**src/rtl/i281_data_memory_bank.sv**
```systemverilog
// Sixteen-word, 8-bit data memory for the i281 CPU with a post-reset preload sweep,
// a CPU store port and a strobed memory-mapped input byte. Reads happen downstream.
module i281_data_memory_bank #(
  parameter logic [127:0] INIT_IMAGE = 128'h0,
  parameter logic [3:0]   IO_ADDR    = 4'd15
) (
  input  logic         Clock,
  input  logic         Reset,
  input  logic         write_en,
  input  logic [3:0]   write_addr,
  input  logic [7:0]   write_data,
  input  logic         io_strobe,
  input  logic [7:0]   io_in,
  input  logic         clear_req,
  output logic [127:0] mem_flat,
  output logic         busy,
  output logic         write_ack,
  output logic         write_drop,
  output logic         io_overrun
);

  typedef enum logic {S_INIT, S_RUN} state_t;

  localparam logic [15:0][7:0] IMAGE = INIT_IMAGE;

  state_t           r_state;
  logic [3:0]       r_cnt;
  logic [15:0][7:0] r_mem;
  logic             r_busy;
  logic             r_ack;
  logic             r_drop;
  logic             r_ovr;

  state_t     w_state_nxt;
  logic [3:0] w_cnt_nxt;
  logic       w_pre_we;
  logic       w_cpu_we;
  logic       w_io_we;
  logic       w_ack_nxt;
  logic       w_drop_nxt;
  logic       w_ovr_nxt;
  logic       w_io_hit;

  assign w_io_hit = write_en && (write_addr == IO_ADDR);

  always_comb begin
    w_state_nxt = r_state;
    w_cnt_nxt   = r_cnt;
    w_pre_we    = 1'b0;
    w_cpu_we    = 1'b0;
    w_io_we     = 1'b0;
    w_ack_nxt   = 1'b0;
    w_drop_nxt  = 1'b0;
    w_ovr_nxt   = 1'b0;
    case (r_state)
      S_INIT: begin
        // Stores are refused while the image is loading; io bytes vanish quietly.
        w_drop_nxt = write_en;
        if (clear_req) begin
          w_cnt_nxt = 4'd0;
        end else begin
          w_pre_we  = 1'b1;
          w_cnt_nxt = r_cnt + 4'd1;
          if (r_cnt == 4'd15) w_state_nxt = S_RUN;
        end
      end
      default: begin
        if (clear_req) begin
          w_state_nxt = S_INIT;
          w_cnt_nxt   = 4'd0;
          w_drop_nxt  = write_en;
        end else begin
          // A CPU store to the io word beats the io byte in the same cycle.
          w_cpu_we  = write_en;
          w_ack_nxt = write_en;
          w_io_we   = io_strobe && !w_io_hit;
          w_ovr_nxt = io_strobe && w_io_hit;
        end
      end
    endcase
  end

  always_ff @(posedge Clock) begin
    if (!Reset) begin
      r_state <= S_INIT;
      r_cnt   <= 4'd0;
      r_busy  <= 1'b1;
      r_ack   <= 1'b0;
      r_drop  <= 1'b0;
      r_ovr   <= 1'b0;
    end else begin
      r_state <= w_state_nxt;
      r_cnt   <= w_cnt_nxt;
      r_busy  <= (w_state_nxt == S_INIT);
      r_ack   <= w_ack_nxt;
      r_drop  <= w_drop_nxt;
      r_ovr   <= w_ovr_nxt;
    end
  end

  always_ff @(posedge Clock) begin
    if (!Reset) begin
      r_mem <= '0;
    end else begin
      if (w_pre_we) r_mem[r_cnt]      <= IMAGE[r_cnt];
      if (w_io_we)  r_mem[IO_ADDR]    <= io_in;
      if (w_cpu_we) r_mem[write_addr] <= write_data;
    end
  end

  assign mem_flat   = r_mem;
  assign busy       = r_busy;
  assign write_ack  = r_ack;
  assign write_drop = r_drop;
  assign io_overrun = r_ovr;

endmodule
```
**config.mk**
```make
export PLATFORM = sky130hd
export DESIGN_NAME = i281_data_memory_bank
export DESIGN_NICKNAME = d
export VERILOG_FILES = /design/src/rtl/i281_data_memory_bank.sv
export SDC_FILE = /design/constraint.sdc
export NUM_CORES = 1
export LEC_CHECK = 0
export BUFFER_PORTS_ARGS = -buffer_cell sky130_fd_sc_hd__buf_2
export CORE_MARGIN = 4
export CORE_UTILIZATION = 47
export DETAILED_ROUTE_END_ITERATION = 8
export PLACE_DENSITY_LB_ADDON = 0.3
export SYNTH_ARGS = -nofsm -noshare
export SYNTH_HDL_FRONTEND = slang
export SYNTH_SLANG_ARGS = --single-unit
```
**constraint.sdc**
```tcl
create_clock -name Clock -period 1.4 [get_ports Clock]
set_input_delay 0.07 -clock Clock [delete_from_list [all_inputs] [get_ports Clock]]
set_output_delay 0.07 -clock Clock [all_outputs]
set_load 0.02 [all_outputs]
```
* Yosys cells after proc, flatten, opt, wreduce, memory -nomap -nowiden
Memory sizes are Yosys's and may differ from the RTL's. A register that Yosys moved wholly into a read port is not among the register bits.
Index checks and enable logic that the tools add are counted.
** Cells by class
- Reductions and logical operators :: 7
- Equal/unequal tests :: 3
- Mux-type cells :: 28
- Add/sub/neg operators :: 1
- $lt $le $gt $ge :: 4
- Bitwise operators :: 3
** Operators with widths (number)
- two-way mux 128 bit :: 3
- bitwise mux 128 bit :: 2
- demux 8 bit (select 4 bit) :: 2
- two-way mux 8 bit :: 5
- two-way mux 4 bit :: 5
- two-way mux 1 bit :: 11
- < comparator 4 x 5 -> 1 bit, second input constant :: 2
- == test 4 bit, second input constant :: 2
- greater-or-equal comparator 4 x 1 -> 1 bit, second input constant :: 2
- logical AND 1 bit :: 5
- adder 4 x 1 -> 4 bit, second input constant :: 1
- inverter 1 bit :: 3
- OR reduction 3 bit :: 1
- inequality test 2 bit, second input constant :: 1
- logical NOT 1 bit :: 1
** Storage, ports and cells
- Memories :: 1
- Bits in registers :: 137
- Input bits :: 25
- Output and inout port bits :: 132
- Logic and storage cells :: 69
- ROM bits :: 128
** Memories
- (no name shown) :: depth 16, bits a word 8, read ports 1, clocked after memory_dff 1, wr ports 0, line 105 : if (w_pre_we) r_mem[r_cnt] <= IMAGE[r_cnt];

* Longest topological paths before layout
- Word-level depth :: 11
- Gate-level depth with buffers :: 7
- Gate-level depth less buffers :: 6

* Worst setup path after synthesis
No wires, ideal clock.
- Path type :: reg-to-reg
- Start point :: reg r_state
- End point :: reg r_mem (netlist bit mem_flat[88])
- Arrival :: 1.398 ns
- Stages on the path, launching flop included :: 7
- Library setup time :: 0.076 ns
- Data required time :: 1.324 ns
- Clock period less this slack :: 1.473 ns
- Setup slack :: -0.073 ns
- Path buffers :: 2
- Path through :: dfxtp_1 -> buf_4 -> nand2b_1 -> buf_2 -> nor3_1 -> nand2_1 -> a21boi_0
** On the way
- Word-level cells in the longest chain between the ends :: 5
- Elaborated cells between the ends (all ways) :: 6
- Those cells by class :: mux (6)
** Ends and longest elaborated chain
- from (decl) :: line 26 : state_t r_state;
- from (signal assigned) :: line 92 : r_state <= w_state_nxt;
- two-way mux 1 bit :: line 55 : case (r_state)
- two-way mux 128 bit :: line 105
- two-way mux 128 bit :: line 102 : if (!Reset) begin
- bitwise mux 128 bit :: line 107 : if (w_cpu_we) r_mem[write_addr] <= write_data;
- two-way mux 128 bit (*) :: line 107
- to (signal, indexed assignment) :: line 105
- to (signal, indexed assignment) :: line 106 : if (w_io_we) r_mem[IO_ADDR] <= io_in;
- to (signal, indexed assignment) :: line 107
- to (decl) :: line 28 : logic [15:0][7:0] r_mem;
Every way passes the cells marked *; elsewhere a longest branch is shown, timed or not. The select of a mux whose other input is x is not followed.
A chain may end at the register's enable or synchronous reset.

* Worst setup path after layout
- Start point :: reg r_cnt[0]
- End point :: reg r_mem (netlist bit mem_flat[81])
** On the way
- Word-level cells in the longest chain between the ends :: 9
- Elaborated cells between the ends (all ways) :: 10
- Those cells by class :: order compare (2); mux (7); reduce/logical (1)
** Ends and longest elaborated chain
- from (decl) :: line 27 : logic [3:0] r_cnt;
- from (signal assigned) :: line 93 : r_cnt <= w_cnt_nxt;
- < comparator 4 x 5 -> 1 bit (not written as such) / greater-or-equal comparator 4 x 1 -> 1 bit (equally long branches) :: line 105
- logical AND 1 bit (not written as such) :: line 105
- two-way mux 8 bit (not written as such) :: line 105
- demux 8 bit (select 4 bit) (*) :: line 105
- bitwise mux 128 bit (*) :: line 105
- two-way mux 128 bit (*) :: line 105
- two-way mux 128 bit (*) :: line 102
- bitwise mux 128 bit :: line 107
- two-way mux 128 bit (*) :: line 107
Marks and branches as above.

==> key figures <==
Setup path
  – Maximum fanout along the worst path: 8
  – CP required: between 1.5 and 2 ns
  – CP Capture Type: register
  – Critical Path Source Type: register
  – Arrival time of the worst setup path: 1.86 ns
  – Critical path class: register to register

Synthesis
  – Synth Area in Compound Gates: between 10% and 20%
  – Synthesized area: a little under 6000 µm²
  – Fraction of the mapped netlist area in adder cells: less than 1%
  – EDFF count, synth: 0
  – Post-synth top cells: dfxtp_1 (137), nand3_1 (137), nand2_1 (134)
  – Sequential area share after synthesis: between 40% and 50%
  – Top_reg_cell synth: dfxtp_1
  – Cells after Synth: between 600 and 700
  – Net Count, Synth: roughly 710
  – Syn avg cell area: 8.52 µm²
  – Area share of the largest cell type after synthesis: 47.3%
  – Synth warnings: 0
  – Yosys reg bits: 137
  – Top cells by area, synth: dfxtp_1 (47%), a21boi_0 (13%), nand3_1 (12%)
  – Mux contribution to synthesized area: less than 1%
  – Library cells used by synthesis: 40
  – Synth Area in Simple Gates: between 20 and 30%
  – Main combinational cell family by area after synthesis: simple AND/OR/NAND/NOR gates
  – Yosys top cell by area: dfxtp_1
  – Async S/R FF share, synth: 0%
  – Xor and xnor area share after synthesis: less than 1%

Pwr
  – Max rail drop VDD: approximately 840 µV
  – Total power draw: around 0.0092 W
  – Pwr/cell area: about 1100 nW/µm²
  – Leak pwr: 3.33 nW

Routing
  – Final ANT Viol Nets: 0
  – Avg Vias per Cell: around 5.7
  – DRT Pass-1 Iters: 5
  – Metal1 wirelength: around 8300 µm
  – Initial DRC Count: 464
  – Met3 WL: 1590 µm
  – Met2 WL post-DR: 9390 µm
  – Vias: 5974
  – Per-cell routed wire length: between 15 and 20 µm
  – Final WL: 19800 µm
  – Post-route DRC: 0
  – Top Metal Used: met4

CTS
  – Clk Latency, worst-skew pair: 0.42 ns
  – Clock Pin Slew Worst Setup and Hold Paths: 0.06 ns
  – CTS max path bufs: 2
  – CTS sink cnt: approximately 140
  – H-Tree Depth: 4
  – Number of CTS-inserted buffers: 17
  – CTS tree: built
  – Clock Root Buffer: clkbuf_16

GRT
  – Overflow after GRT: 0
  – Initial antenna violation count: 0
  – First-pass GRT wire length: 30200 µm
  – All-layer global routing usage: 26.9%
  – Pin count of the biggest net entering global routing: 57
  – Number of global-route vias before repair: 5819

Cells and area
  – Layout cells sized above 1: about 41%
  – Layout net count: ~900
  – Layout Utilization: 69.7%
  – Antenna diode count: 0
  – P&R area growth vs syn: 45.1%

STA
  – Fin Clk Skew: 0.00498 ns
  – Slew @ Worst Pin: 0.803 ns
  – WHS: 0.0445 ns
  – Final setup viols: 33
  – Fin. Hold Viols: 0
  – Rel. slew slack: between 40% and 50%
  – Fin worst setup slack: -0.152 ns
  – Fmax: 644 MHz
  – Final min period: 1.55 ns
  – Final critical-path share of the clock period: 111%
  – Slew Limit Fails: 0
  – Unrepaired setup endpoints after global routing: true

Die
  – Num rows: 40
  – Initial core utilization: between 40% and 50%
  – Die area: 14200 µm²
  – Die Span Y: 119 µm
  – Number of I/O pins: ~160
  – Die width: 119 µm
  – Core area: 12100 µm²

Place
  – Pre-CTS WS: -0.242 ns
  – Dpl hpwl: 12600 µm
  – Routability cong.: 0.822
  – IO buf count: approximately 160

Hold path
  – HP Class: input pin to register

Flow run
  – MaxCap Viol Count: 0

Status
  – Failing checks: negative setup slack
  – Status: finished with violations
area by class of cell:
type | instances | area (µm²)
Multi-Input combinational cell | 488 | 3440
Sequential cell | 137 | 2760
Clock buffer | 23 | 498
Tap cell | 168 | 210
Clock inverter | 8 | 140
Timing Repair Buffer | 218 | 1340
Fill cell | 879 | 3650
Inverter | 4 | 20.0
state kept, by name, summed over array words and instances (netlist names):
signal,flops
write_drop,1
r_state,1
write_ack,1
mem_flat,128
r_cnt,4
io_overrun,1
busy,1
per-layer routing:
layer,track usage (%),vias to the layer above
met2,43.1,288
met1,34.2,2901
met3,7.03,48
met4,11.8,0
li1,-,2737
met5,0,-
final timing paths:
kind,cells past startpoint,end,startpoint,slack [ns]
worst max-delay path,7,mem_flat[81]$_SDFF_PN0_,r_cnt[0]$_SDFFE_PN0P_,-0.15
worst max register to register,7,mem_flat[81]$_SDFF_PN0_,r_cnt[0]$_SDFFE_PN0P_,-0.15
worst min register to register,2,mem_flat[62]$_SDFF_PN0_,mem_flat[62]$_SDFF_PN0_,0.46
worst min-delay path,4,write_drop$_SDFF_PN0_,write_en,0.04
where the power goes:
| part | internal (W) | total (W) | switching, W |
|---|---|---|---|
| Sequential | 0.00390 | 0.00391 | 0.00000895 |
| Combinational | 0.000166 | 0.000459 | 0.000293 |
| Clock | 0.00319 | 0.00480 | 0.00160 |
| Total | 0.00726 | 0.00917 | 0.00190 |
cells by family after synthesis:
group / after synthesis
AND/OR/NAND/NOR: 324
AO/OA/AOI/OAI: 156
flip-flops: 137
buffers and inverters: 55
adder cells (fa/ha/maj): 4
XOR/XNOR: 3
multiplexers: 1
stage by stage:
step,TNS (ns),cells,cell area [µm²]
floorplan,-0.486,680,5840
global placement,-6.33,999,6950
detailed placement,-16.55,999,6950
CTS,-0.572,1044,7890
global route,-5.45,1046,8410
finish,-0.912,1046,8410
worst max-delay path, stage by stage (launching register included):
cell and delay [ns]:
dfxtp_4 0.40, inv_4 0.06, ha_4 0.15, nor3b_4 0.14, buf_6 0.15, nand2_4 0.12, nand3_1 0.11, a21boi_0 0.30
layout by cell type, fill, tap and decap left out, types with 9 or more instances in the layout:
| master | Yosys | routed |
|---|---|---|
| buf_2 | 11 | 156 |
| dfxtp_1 | 137 | 132 |
| nand2_1 | 134 | 123 |
| a21boi_1 | 16 | 83 |
| nand3_1 | 137 | 79 |
| nand3_2 | 0 | 55 |
| buf_4 | 1 | 38 |
| a21boi_0 | 104 | 32 |
| clkbuf_16 | 0 | 17 |
| buf_6 | 3 | 13 |
| a21oi_1 | 9 | 9 |
| dlygate4sd3_1 | 0 | 9 |
timing repair:
action	in CTS	in global routing
endpoints found under the setup margin	128	127
endpoints found under the hold margin	9	0
gates resized for setup	68	160
pin swaps	6	64
buffers inserted	6	2
hold buffers	9	0
gates cloned	1	0
Power figures use the tool's default switching activity.
